### src/rtl/interp_block_collector_pkg.sv
// rtl/interp_block_collector_pkg.sv - shared constants, index types and block packing
package interp_block_collector_pkg;

  localparam int ROWS     = 4;
  localparam int COLS     = 4;
  localparam int PIX_MAX  = 255;
  localparam int PIX_BITS = 8;
  localparam int BLK_W    = ROWS * COLS * PIX_BITS;

  typedef logic       bank_idx_t;
  typedef logic [1:0] row_idx_t;

  typedef logic [COLS-1:0][PIX_BITS-1:0] row_t;
  typedef row_t [ROWS-1:0]               bank_t;

  // Row 0 lands in the top 32 bits; column 0 is the most significant byte of its row.
  function automatic logic [BLK_W-1:0] pack_block(input bank_t b);
    logic [BLK_W-1:0] r;
    r = '0;
    for (int row = 0; row < ROWS; row++) begin
      for (int c = 0; c < COLS; c++) begin
        r[BLK_W-1-(row*COLS*PIX_BITS + c*PIX_BITS) -: PIX_BITS] = b[row][c];
      end
    end
    return r;
  endfunction

endpackage

### src/rtl/interp_block_collector_round_clip_pixel.sv
// rtl/interp_block_collector_round_clip_pixel.sv - signed sample to unsigned pixel: optional round/shift, then clip
module round_clip_pixel
  import interp_block_collector_pkg::*;
#(
  parameter int SHIFT = 6,
  parameter int IN_W  = 14,
  parameter int PIX_W = 8
) (
  input  logic [IN_W-1:0]  x_i,
  input  logic             round_en_i,
  output logic [PIX_W-1:0] pix_o
);

  localparam int HALF_I = 1 << (SHIFT - 1);
  localparam logic signed [IN_W:0] HALF = (IN_W+1)'(HALF_I);
  localparam logic signed [IN_W:0] MAXV = (IN_W+1)'(PIX_MAX);

  logic signed [IN_W:0] x_ext;
  logic signed [IN_W:0] sum;
  logic signed [IN_W:0] y;

  // One extra bit of headroom keeps the rounding add from wrapping at the top of the range.
  always_comb begin
    x_ext = $signed({x_i[IN_W-1], x_i});
    sum   = x_ext + HALF;
    y     = round_en_i ? (sum >>> SHIFT) : x_ext;
    if (y < 0) begin
      pix_o = '0;
    end else if (y > MAXV) begin
      pix_o = PIX_W'(PIX_MAX);
    end else begin
      pix_o = y[PIX_W-1:0];
    end
  end

endmodule

### src/rtl/interp_block_collector.sv
// rtl/interp_block_collector.sv - gathers four converted rows into 4x4 blocks, ping-pong banked
module interp_block_collector
  import interp_block_collector_pkg::*;
#(
  parameter int SHIFT = 6,
  parameter int IN_W  = 14,
  parameter int PIX_W = 8
) (
  input  logic              CLK,
  input  logic              RST_ASYNC_N,
  input  logic              FLUSH,
  input  logic              ROUND_EN,
  input  logic              IN_VALID,
  output logic              IN_READY,
  input  logic [IN_W-1:0]   IN_SAMPLE_0,
  input  logic [IN_W-1:0]   IN_SAMPLE_1,
  input  logic [IN_W-1:0]   IN_SAMPLE_2,
  input  logic [IN_W-1:0]   IN_SAMPLE_3,
  output logic              OUT_VALID,
  input  logic              OUT_READY,
  output logic [BLK_W-1:0]  OUT_BLOCK,
  output logic [7:0]        BLOCK_CNT
);

  logic [1:0] full_q, full_d;
  bank_idx_t  fill_ptr_q, fill_ptr_d;
  bank_idx_t  rd_ptr_q, rd_ptr_d;
  row_idx_t   row_cnt_q, row_cnt_d;
  logic [7:0] blk_cnt_q, blk_cnt_d;
  logic       round_en_q, round_en_d;
  bank_t      bank_q [2];

  logic [IN_W-1:0]             samp [COLS];
  logic [COLS-1:0][PIX_W-1:0]  row_pix;
  logic                        round_sel;
  logic                        accept;
  logic                        deliver;

  assign samp[0] = IN_SAMPLE_0;
  assign samp[1] = IN_SAMPLE_1;
  assign samp[2] = IN_SAMPLE_2;
  assign samp[3] = IN_SAMPLE_3;

  // Row 0 uses the live ROUND_EN; later rows reuse the value captured with row 0.
  assign round_sel = (row_cnt_q == 2'd0) ? ROUND_EN : round_en_q;

  for (genvar c = 0; c < COLS; c++) begin : g_pix
    round_clip_pixel #(
      .SHIFT (SHIFT),
      .IN_W  (IN_W),
      .PIX_W (PIX_W)
    ) u_pix (
      .x_i        (samp[c]),
      .round_en_i (round_sel),
      .pix_o      (row_pix[c])
    );
  end

  assign IN_READY  = !full_q[fill_ptr_q];
  assign OUT_VALID = full_q[rd_ptr_q];
  assign OUT_BLOCK = pack_block(bank_q[rd_ptr_q]);
  assign BLOCK_CNT = blk_cnt_q;

  assign accept  = IN_VALID && IN_READY && !FLUSH;
  assign deliver = OUT_VALID && OUT_READY && !FLUSH;

  always_comb begin
    full_d     = full_q;
    fill_ptr_d = fill_ptr_q;
    rd_ptr_d   = rd_ptr_q;
    row_cnt_d  = row_cnt_q;
    blk_cnt_d  = blk_cnt_q;
    round_en_d = round_en_q;
    if (FLUSH) begin
      full_d     = '0;
      fill_ptr_d = 1'b0;
      rd_ptr_d   = 1'b0;
      row_cnt_d  = '0;
    end else begin
      if (accept) begin
        row_cnt_d = row_cnt_q + 2'd1;
        if (row_cnt_q == 2'd0) begin
          round_en_d = ROUND_EN;
        end
        if (row_cnt_q == row_idx_t'(ROWS - 1)) begin
          full_d[fill_ptr_q] = 1'b1;
          fill_ptr_d         = !fill_ptr_q;
          row_cnt_d          = '0;
        end
      end
      // A full bank never accepts rows, so these two bank updates cannot collide.
      if (deliver) begin
        full_d[rd_ptr_q] = 1'b0;
        rd_ptr_d         = !rd_ptr_q;
        blk_cnt_d        = blk_cnt_q + 8'd1;
      end
    end
  end

  always_ff @(posedge CLK or negedge RST_ASYNC_N) begin
    if (!RST_ASYNC_N) begin
      full_q     <= '0;
      fill_ptr_q <= 1'b0;
      rd_ptr_q   <= 1'b0;
      row_cnt_q  <= '0;
      blk_cnt_q  <= '0;
      round_en_q <= 1'b0;
    end else begin
      full_q     <= full_d;
      fill_ptr_q <= fill_ptr_d;
      rd_ptr_q   <= rd_ptr_d;
      row_cnt_q  <= row_cnt_d;
      blk_cnt_q  <= blk_cnt_d;
      round_en_q <= round_en_d;
    end
  end

  always_ff @(posedge CLK or negedge RST_ASYNC_N) begin
    if (!RST_ASYNC_N) begin
      bank_q[0] <= '0;
      bank_q[1] <= '0;
    end else if (accept) begin
      bank_q[fill_ptr_q][row_cnt_q] <= row_pix;
    end
  end

  a_in_stable : assert property (
    @(posedge CLK) disable iff (!RST_ASYNC_N || FLUSH)
    (IN_VALID && !IN_READY) |=>
      (IN_VALID && $stable({IN_SAMPLE_0, IN_SAMPLE_1, IN_SAMPLE_2, IN_SAMPLE_3}))
  );

endmodule

### config.mk
export PLATFORM = sky130hd
export DESIGN_NAME = interp_block_collector
export DESIGN_NICKNAME = d
export VERILOG_FILES = /design/src/rtl/interp_block_collector_pkg.sv /design/src/rtl/interp_block_collector_round_clip_pixel.sv /design/src/rtl/interp_block_collector.sv
export SDC_FILE = /design/constraint.sdc
export NUM_CORES = 1
export LEC_CHECK = 0
export ABC_CLOCK_PERIOD_IN_PS = 2600
export BUFFER_PORTS_ARGS = -buffer_cell sky130_fd_sc_hd__buf_2
export CAP_MARGIN = 20
export CORE_UTILIZATION = 47
export CTS_BUF_LIST = sky130_fd_sc_hd__clkbuf_8 sky130_fd_sc_hd__clkbuf_16
export DETAILED_ROUTE_END_ITERATION = 6
export PLACE_DENSITY_LB_ADDON = 0.3
export SETUP_SLACK_MARGIN = 0.4
export SLEW_MARGIN = 40
export SYNTH_ARGS = -nofsm -noshare
export SYNTH_HDL_FRONTEND = slang
export SYNTH_SLANG_ARGS = --single-unit
### constraint.sdc
create_clock -name CLK -period 2.6 [get_ports CLK]
set_clock_uncertainty 0.1 [all_clocks]
set_input_delay 0.26 -clock CLK [delete_from_list [all_inputs] [get_ports CLK]]
set_output_delay 0.26 -clock CLK [all_outputs]
set_load 0.01 [all_outputs]
Yosys cells after proc, flatten, opt, wreduce, memory -nomap -nowiden
Index checks and enable logic that the tools add are counted. W data, S select, Z words.

Bitwise operators: 6. Equality and inequality tests: 1. $lt $le $gt $ge: 17. Mux-type cells: 42. Reductions and logical operators: 19. Add/subtract/negate cells: 6.

Operator list (count): $mux W128 (4); $bwmux W256 (1); $demux W128 S1 (1); $demux W32 S2 (1); $mux W8 (8); $add A14 B7 Y15 const B (4); $gt A15 B9 Y1 const B (4); $lt A15 B1 Y1 const B (4); $mux W15 (4); $mux W32 (1); $mux W2 (8); $mux W1 (12); $add A8 B1 Y8 const B (1); $logic_and A1 B1 Y1 (8); $reduce_and A2 Y1 (3); $reduce_bool A2 Y1 (3); $ge A2 B2 Y1 const B (2); $logic_not A1 Y1 (4); $lt A1 B2 Y1 const B (2); $not A1 Y2 (2); $lt A2 B3 Y1 const B (1); $add A2 B1 Y2 const B (1); $and A2 B2 Y2 (1); $demux W1 S1 (2); 8 further kinds (9).

Register bits after elaboration: 271. Input bits: 62.

Logic depth before layout (Yosys ltp)
Gate-level depths: netlist of run 1.

Word-level depth: 11. Gate-level depth with buffers: 9.

Modules after synthesis
From an unflattened synthesis of run 1, not the netlist that was laid out.

Cells, all modules: 942. Area, all modules: 13076.3 um2.

By module, submodules not included: interp_block_collector (sequential area each 6781.5 um2, instances 1, area an instance 11865.1 um2, cells each 762); round_clip_pixel (sequential area each 0.0 um2, instances 4, area an instance 302.8 um2, cells each 45).

Least setup slack after synthesis of run 1
OpenSTA, ideal clock, no wires.

Path type: reg-to-reg. Start: reg row_cnt_q[0]. End: reg bank_q[133] (netlist name). Period minus slack after synthesis: 2.239 ns. Slack: 0.361 ns. Cell stages (with the launch flop): 9. Data arrival time: 2.014 ns. Path buffers: 1. Cell sequence: dfrtp_1 -> inv_1 -> ha_1 -> mux2i_2 -> buf_2 -> o211ai_1 -> o21ai_1 -> a21oi_2 -> mux2_2.

Longest elaborated chain between the ends: 7. Elaborated cells on any way between the ends: 15. Classes of those cells: order compare: 4; mux: 9; reduce/logical: 2.

RTL lines: from (decl) (RTL line interp_block_collector.sv:28) `row_idx_t row_cnt_q, row_cnt_d;`; from (signal assigned) (RTL line interp_block_collector.sv:112) `row_cnt_q <= row_cnt_d;`; $logic_not A2 Y1, or another cell as far along (RTL line interp_block_collector.sv:45) `assign round_sel = (row_cnt_q == 2'd0) ? ROUND_EN : round_en_q;`; $mux W1 or $logic_and A1 B1 Y1 (tied branches); $mux W15 or $mux W32 (tied branches) (RTL line interp_block_collector_round_clip_pixel.sv:26, interp_block_collector.sv:123); $gt A15 B9 Y1 or $demux W32 S2 (tied branches) (RTL line interp_block_collector_round_clip_pixel.sv:29, interp_block_collector.sv:123); $mux W8 or $mux W128 (tied branches) (RTL line interp_block_collector_round_clip_pixel.sv:29, interp_block_collector.sv:123); $mux W8 or $demux W128 S1 (tied branches) (RTL line interp_block_collector_round_clip_pixel.sv:27, interp_block_collector.sv:123); $bwmux W256 * (RTL line interp_block_collector.sv:123) `bank_q[fill_ptr_q][row_cnt_q] <= row_pix;`; to (signal, indexed assignment) (RTL line interp_block_collector.sv:123); to (decl) (RTL line interp_block_collector.sv:31) `bank_t bank_q [2];`.

Mark *: on every way between the ends. The rest lies on a longest branch, timed or not. A chain may end at the register's enable or synchronous reset.

Worst setup path in the final report of run 1
Start: reg row_cnt_q[0]. End: reg bank_q[63] (netlist name).

The elaborated chain is that of the path after synthesis.

==> impl_results.md, run 1 <==
- Hold Startpoint: FLUSH
- Synth Flop Type: dfrtp_1
- Final std cells w/o fill: 1723
- Nets@finish: 1435
- TritonCTS clock tree: done
- Die outline area: 27700 um2
- First-pass iteration count of the detailed router: 7
- Slew margin rel.: 0.549
- Min Tclk post-route: 2.31 ns
- Global-route wire length before repair: 53900 um
- Wirelength per Cell: 21.0 um
- Data arrival time of the worst path: 2.61 ns
- Failing checks: DRC
- Min-delay worst type: input pin to flip-flop
- PortBufs: 199
- Share of cells above drive strength 1: 0.467
- Required time of the critical path: 2.90 ns
- Area Growth Syn to Fin: 32.4%
- Sw Share: 0.284
- Clock Path Buffers: 3
- Fillcell total: 2030
- H-Tree Level Count: 1
- Vias in the first global route: 9571
- Maximum vdd ir drop: 0.000497 V
- Max cap viols: 0
- Area occupied by multi-input gates: 6190 um2
- Placed cell count: 1622
- Total GRT Usage: 0.248
- Worst-path clk slew: 0.06 ns
- CTS Sinks: 271
- Synth warn: 0
- # IOs: 200
- Reg power frac: 0.406
- Hold Fails Final Rpt: 0
- Post-synthesis cell count: 1117
- Final HPWL DP: 22200 um
- Number of distinct library cells after synthesis: 60
- Cell-internal power: 8.99 mW
- Via count: 9606
- Mapped Area: 12700 um2
- Slowest cell on the critical path: dfrtp_1
- Async SR Flop Fraction: 1.00
- Post-route DRC: 12
- DR vias/cell: 5.58
- Number of synthesized flops with an enable pin: 0
- Core Area: 26300 um2
- Fin Setup TNS: 0 ns
- Final setup fails: 0
- Worst Setup Start Kind: flip-flop
- Row Count: 59
- P_sw: 3.58 mW
- RSZ-0062 raised after global routing: true
- Num CTS Buffers: 29
- Total power: 12.6 mW
- Clock Power Share: 0.335
- Worst-Margin Slew: 0.674 ns
- Setup crit end kind: flip-flop
- Largest stage delay on the critical path: 0.42 ns
- Power per cell area: 747 nW/um2
- Grt total ovfl: 0
- Most common cell after layout, fill and taps aside: dfrtp_1
- Die Y: 166 um
- Largest net degree at the start of global routing: 75
- Synthesized flop and latch total: 271
- Comb pwr share: 0.259
- Syn_area_per_cell: 11.4 um2
- Tcrit/Tclk final: 0.890
- Routability cong.: 0.873
- Die X: 166 um
- Leakage power: 8.05 nW
- Achievable frequency: 432 MHz
- Crit. Startpoint: row_cnt_q[0]
- Root Buffer: clkbuf_16
- R2r startpoint: row_cnt_q[0]
- Most frequent cells in the layout: dfrtp_1, mux2_2, nand2_1, buf_2, o21ai_0
- CP max FO: 8
- Status: complete, but fails checks
- Sequential area share after synthesis: 0.534
- Sequential cell area: 6790 um2
- Starting Density: 0.483
- Fin. max-slew vios: 0
- Drt total wl: 36200 um
- Clk Latency, worst-skew pair: 0.54 ns
- Critical path class: flip-flop to flip-flop
- Cell Chain, Critical Path: inv_2 > ha_4 > mux2i_4 > buf_12 > nor4_4 > and3_4 > o32ai_2 > buf_6 > o21ai_0
- Starting DRT DRC Count: 712
- Initial antenna violation count: 0
- Syn Nets: 1188
- Routed Antenna Nets: 0
-- what timing repair did --
action / 4_1_cts / 5_1_grt
endpoints found under the hold margin: 63 / 0
buffers inserted: 10 / 19
gates cloned: 4 / 10
hold buffers: 3 / 0
resized for setup: 44 / 167
pin swaps: 8 / 22
endpoints found under the setup margin: 380 / 314
-- routing by layer --
metal,GRT usage,wire (um),vias up
met4,0.0548,786,0
met3,0.0462,2110,55
met5,0,0,-
met2,0.400,17000,285
li1,-,-,4472
met1,0.350,16400,4794
-- logic make-up after synthesis --
kind of cell | Yosys count | share of synthesized area
flip-flops | 271 | 0.534
XOR/XNOR | 28 | 0.0193
buffers and inverters | 75 | 0.0235
multiplexers | 237 | 0.210
AO/OA/AOI/OAI | 216 | 0.106
adder cells (fa/ha/maj) | 9 | 0.00887
AND/OR/NAND/NOR | 281 | 0.0983
-- worst max-delay path, delay by kind of cell, from the launching register on --
kind	cells	cell delay, ns
compound gates	2	0.37
fa+ha+maj	1	0.19
buf+inv	3	0.47
flops	1	0.42
mux	1	0.41
simple gates	2	0.23
-- synth_stat cells (3+ instances only) --
cell type  instances  share of area
nor2b_1            5         0.0025
o221ai_2           3         0.0035
xor2_1            16          0.011
nand2_1          187          0.055
nor2_1            20         0.0059
and4_1             3         0.0021
a211oi_2           9         0.0089
o21ai_0          139          0.055
nor3_1            17         0.0067
o22ai_1            3         0.0015
xnor2_1           12         0.0083
a21oi_2            4         0.0028
nand3_1           14         0.0055
and3_1             3         0.0015
o21ai_1           27          0.011
buf_1              7         0.0021
inv_1              7         0.0021
buf_2             10         0.0039
or3_1              3         0.0015
mux2_2           232           0.21
nor4_1             7         0.0034
ha_1               9         0.0089
mux2_1             3         0.0027
a21oi_1           10         0.0039
dfrtp_1          271           0.53
clkbuf_1          50          0.015
nand4_1            6         0.0030
-- metrics by stage --
step	hold WS [ns]	worst slack, ns	cell area [um2]	util
after CTS	0.0439	0.282	15700	0.599
after floorplan	-0.136	0.408	12700	-
final	0.0897	0.287	16800	0.640
after global routing	0.0754	0.240	16800	0.640
after detailed placement	0.150	-0.0320	14300	0.543
after global placement	0.143	0.0464	14300	0.543
-- registers in the layout, indices dropped and copies added, names as in the netlist --
signal / flops
fill_ptr_q: 1
bank_q: 256
rd_ptr_q: 1
row_cnt_q: 2
BLOCK_CNT: 8
full_q: 2
round_en_q: 1
-- layout make-up --
| type | instances | area share |
|---|---|---|
| clock inverters | 17 | 0.0111 |
| inverters | 7 | 0.00156 |
| flip-flops and latches | 271 | 0.403 |
| clock buffers | 34 | 0.0472 |
| multi-input cells | 772 | 0.368 |
| diodes | 4 | 0.000595 |
| repair buffers | 283 | 0.143 |
| well taps | 335 | 0.0249 |
-- path summary, 6_finish.rpt --
path / slack (ns) / cells past startpoint / endpoint
min in group asynchronous: 0.16 / 2 / bank_q[254]
hold / removal: 0.09 / 3 / rd_ptr_q
setup / recovery: 0.29 / 9 / bank_q[63]
max in group asynchronous: 1.45 / 3 / bank_q[180]
setup reg to reg: 0.29 / 9 / bank_q[63]
hold reg to reg: 0.37 / 2 / bank_q[31]
-- power groups by stage --
stage	registers (mW)	logic [mW]	clock network, mW
3_5_place_dp	5.16	2.70	0
6_report	5.10	3.25	4.22
5_1_grt	5.18	3.50	4.46
2_1_floorplan	5.08	1.57	0
4_1_cts	5.09	2.83	4.28
3_3_place_gp	5.13	2.67	0
Power figures use the tool's default switching activity.
==> inputs of run 2 (changes only) <==
SYNTH_HIERARCHICAL = 1   (was default)
==> impl_results.md, run 2 <==
- Dominant cells by area after synthesis: dfrtp_1, mux2_2, buf_2
- Worst-Margin Slew: 0.621 ns (-0.0536 ns)
- Synth area leader: dfrtp_1
- Post-synthesis cell count: 942 (-16%)
- Largest stage delay on the critical path: 0.39 ns (-0.03 ns)
- Root Buffer: clkbuf_16
- Busiest grt layer: met2
- Initial antenna violation count: 1 (+1)
- Met2 GRT Util: 0.360 (-0.0402)
- Met3 Track Usage GR: 0.0341 (-0.0121)
- Most common cell after layout, fill and taps aside: mux2_2
- Routability cong.: 0.822 (-5.8%)
- Synthesized flop and latch total: 271 (unchanged)
- Num CTS Buffers: 29 (unchanged)
- Setup crit end kind: flip-flop
- Final core utilization: 0.641 (+0.00107)
- CTS Sinks: 271 (unchanged)
- Total power: 12.7 mW (+0.81%)
- Routed Antenna Nets: 0 (unchanged)
- Global-route wire length before repair: 49600 um (-8.0%)
- Syn_area_per_cell: 13.9 um2 (+22%)
- Fillcell total: 2023 (-0.34%)
- PortBufs: 199 (unchanged)
- Starting Density: 0.483 (-0.000644)
- Slew margin rel.: 0.586 (+0.0373)
- Worst Setup Start Kind: flip-flop
- Critical path class: flip-flop to flip-flop
- Max FFs per register: 256 (unchanged)
- Final setup fails: 0 (unchanged)
- DR vias/cell: 5.43 (-2.5%)
- Maximum vdd ir drop: 0.000552 V (+11%)
- Clock Path Buffers: 3 (unchanged)
- Reg with most FFs: bank_q
- Largest net degree at the start of global routing: 79 (+5.3%)
- Post-route DRC: 0 (-12)
- Required time of the critical path: 2.93 ns (+0.03 ns)
- # IOs: 200 (unchanged)
- Die Y: 169 um (+1.5%)
- Hold Fails Final Rpt: 0 (unchanged)
- Reg-to-Reg End: bank_q[47]
- Drt total wl: 33200 um (-8.5%)
- Nets@finish: 1275 (-11%)
- CP max FO: 34 (+26)
- Data arrival time of the worst path: 2.56 ns (-0.05 ns)
- Power per cell area: 729 nW/um2 (-2.4%)
- Async SR Flop Fraction: 1.00 (unchanged)
- Top post-synthesis cells by count: mux2_2, dfrtp_1, nand2_1
- First-pass iteration count of the detailed router: 4 (-3)
- Share of cells above drive strength 1: 0.637 (+0.170)
- Core Area: 27100 um2 (+3.1%)
- Worst-path clk slew: 0.06 ns (about the same)
- Slowest cell on the critical path: dfrtp_1
- FF-to-FF path depth: 9 (unchanged)
- Tcrit/Tclk final: 0.860 (-0.0302)
- Min-delay worst type: input pin to async pin
- Min Tclk post-route: 2.23 ns (-0.0785 ns)
- Area Growth Syn to Fin: 32.8%
- Worst Setup Slack post-DPL: -0.0209 ns (+0.0111 ns)
- R2r startpoint: row_cnt_q[0]
- Total GRT Usage: 0.223 (-0.0258)
- Number of synthesized flops with an enable pin: 0 (unchanged)
- Fin Setup TNS: 0 ns (unchanged)
- Synth warn: 6 (+6)
- Via count: 8695 (-9.5%)
- Number of distinct library cells after synthesis: 40 (-33%)
- Met1 Use GR: 0.316 (-0.0341)
- Cell Chain, Critical Path: inv_2 > ha_4 > mux2_4 > buf_12 > nand2_1 > o21a_4 > a221oi_2 > buf_4 > mux2_2
- Status: complete, no violations
- Grt total ovfl: 0 (unchanged)
- Most frequent cells in the layout: mux2_2, dfrtp_1, buf_2, buf_6, mux2_4
- Row Count: 60 (+1.7%)
- Post-synth top area share: 0.519 (-0.0155)
- Worst Slack Setup Final: 0.365 ns (+0.0785 ns)
- Fin. max-slew vios: 0 (unchanged)
- Syn Nets: 1013 (-15%)
- Die outline area: 28500 um2 (+2.9%)
- Wirelength per Cell: 20.7 um (-1.5%)
- Hold Slack: 0.197 ns (+0.107 ns)
- Leakage power: 8.46 nW (+5.1%)
- TritonCTS clock tree: done
- Synth Flop Type: dfrtp_1
- Mapped Area: 13100 um2 (+3.0%)
- Max cap viols: 0 (unchanged)
- Achievable frequency: 447 MHz (+3.5%)
- Sequential area share after synthesis: 0.519 (-0.0155)
- Vias in the first global route: 8794 (-8.1%)
- Starting DRT DRC Count: 448 (-37%)
- H-Tree Level Count: 1 (unchanged)
- Most common cell in the netlist: mux2_2
- Final HPWL DP: 19800 um (-11%)
- Clk Latency, worst-skew pair: 0.53 ns (about the same)
- Crit. Startpoint: row_cnt_q[0]
- Die X: 169 um (+1.5%)
- RSZ-0062 raised after global routing: true
- R2R Setup Slk: 0.37 ns (+0.08 ns)
## run 2: how the worst max path moves through the flow
stage                          endpoint  cells past startpoint
final                        bank_q[47]                      9
after global routing         bank_q[90]                      8
after CTS                 OUT_BLOCK[55]                      4
after detailed placement    bank_q[195]                      8
after global placement      bank_q[103]                      8
after floorplan             bank_q[103]                      8
## run 2: worst max-delay path: cells and delay by family, from the launching register on
family	cells	cell delay, ns
AO/OA/AOI/OAI	2	0.32
adder cells (fa/ha/maj)	1	0.14
buffers and inverters	3	0.46
flip-flops	1	0.39
multiplexers	2	0.61
AND/OR/NAND/NOR	1	0.09
## run 2: timing repair
| action | CTS | global route |
|---|---|---|
| gates cloned | 5 | 10 |
| setup buffers | 20 | 8 |
| hold buffers | 5 | 0 |
| endpoints found under the setup margin | 360 | 363 |
| resized for setup | 54 | 165 |
| pin swaps | 7 | 15 |
| endpoints found under the hold margin | 74 | 0 |
## run 2: layer usage
| metal | share of wire | vias up |
|---|---|---|
| li1 | - | 3971 |
| met1 | 0.46 | 4461 |
| met2 | 0.48 | 211 |
| met3 | 0.044 | 52 |
| met4 | 0.022 | 0 |
| met5 | 0 | - |
## run 2: report_power, final
group	internal, mW	switching [mW]	total, mW
Sequential	4.78	0.271	5.05
Combinational	1.79	1.44	3.23
Clock	2.70	1.69	4.39
## run 2: kinds of logic (layout without fill, tap and decap cells)
| group | count (synthesis) | count (layout) | synth area share |
|---|---|---|---|
| compound gates | 62 | 62 | 0.0381 |
| xor+xnor | 27 | 27 | 0.0181 |
| fa+ha+maj | 9 | 9 | 0.00861 |
| buf+inv | 59 | 344 | 0.0269 |
| flops | 271 | 271 | 0.519 |
| mux | 397 | 397 | 0.341 |
| other cells | 0 | 1 | 0 |
| simple gates | 117 | 117 | 0.0487 |
## run 2: per-stage QoR
| stage | instance area (um2) | instances |
|---|---|---|
| after detailed placement | 14700 | 1497 |
| final | 17400 | 1600 |
| after global placement | 14700 | 1497 |
| after global routing | 17400 | 1600 |
| after floorplan | 13100 | 942 |
| after CTS | 16400 | 1581 |
## run 2: final cells by class
type | instances | area [um2] | area share
Sequential cell | 271 | 6790 | 0.391
Inverter | 7 | 26.3 | 0.00151
Timing Repair Buffer | 283 | 2520 | 0.145
Antenna cell | 1 | 2.50 | 0.000144
Tap cell | 372 | 465 | 0.0268
Multi-Input combinational cell | 612 | 6540 | 0.377
Clock buffer | 35 | 808 | 0.0465
Clock inverter | 19 | 225 | 0.0130
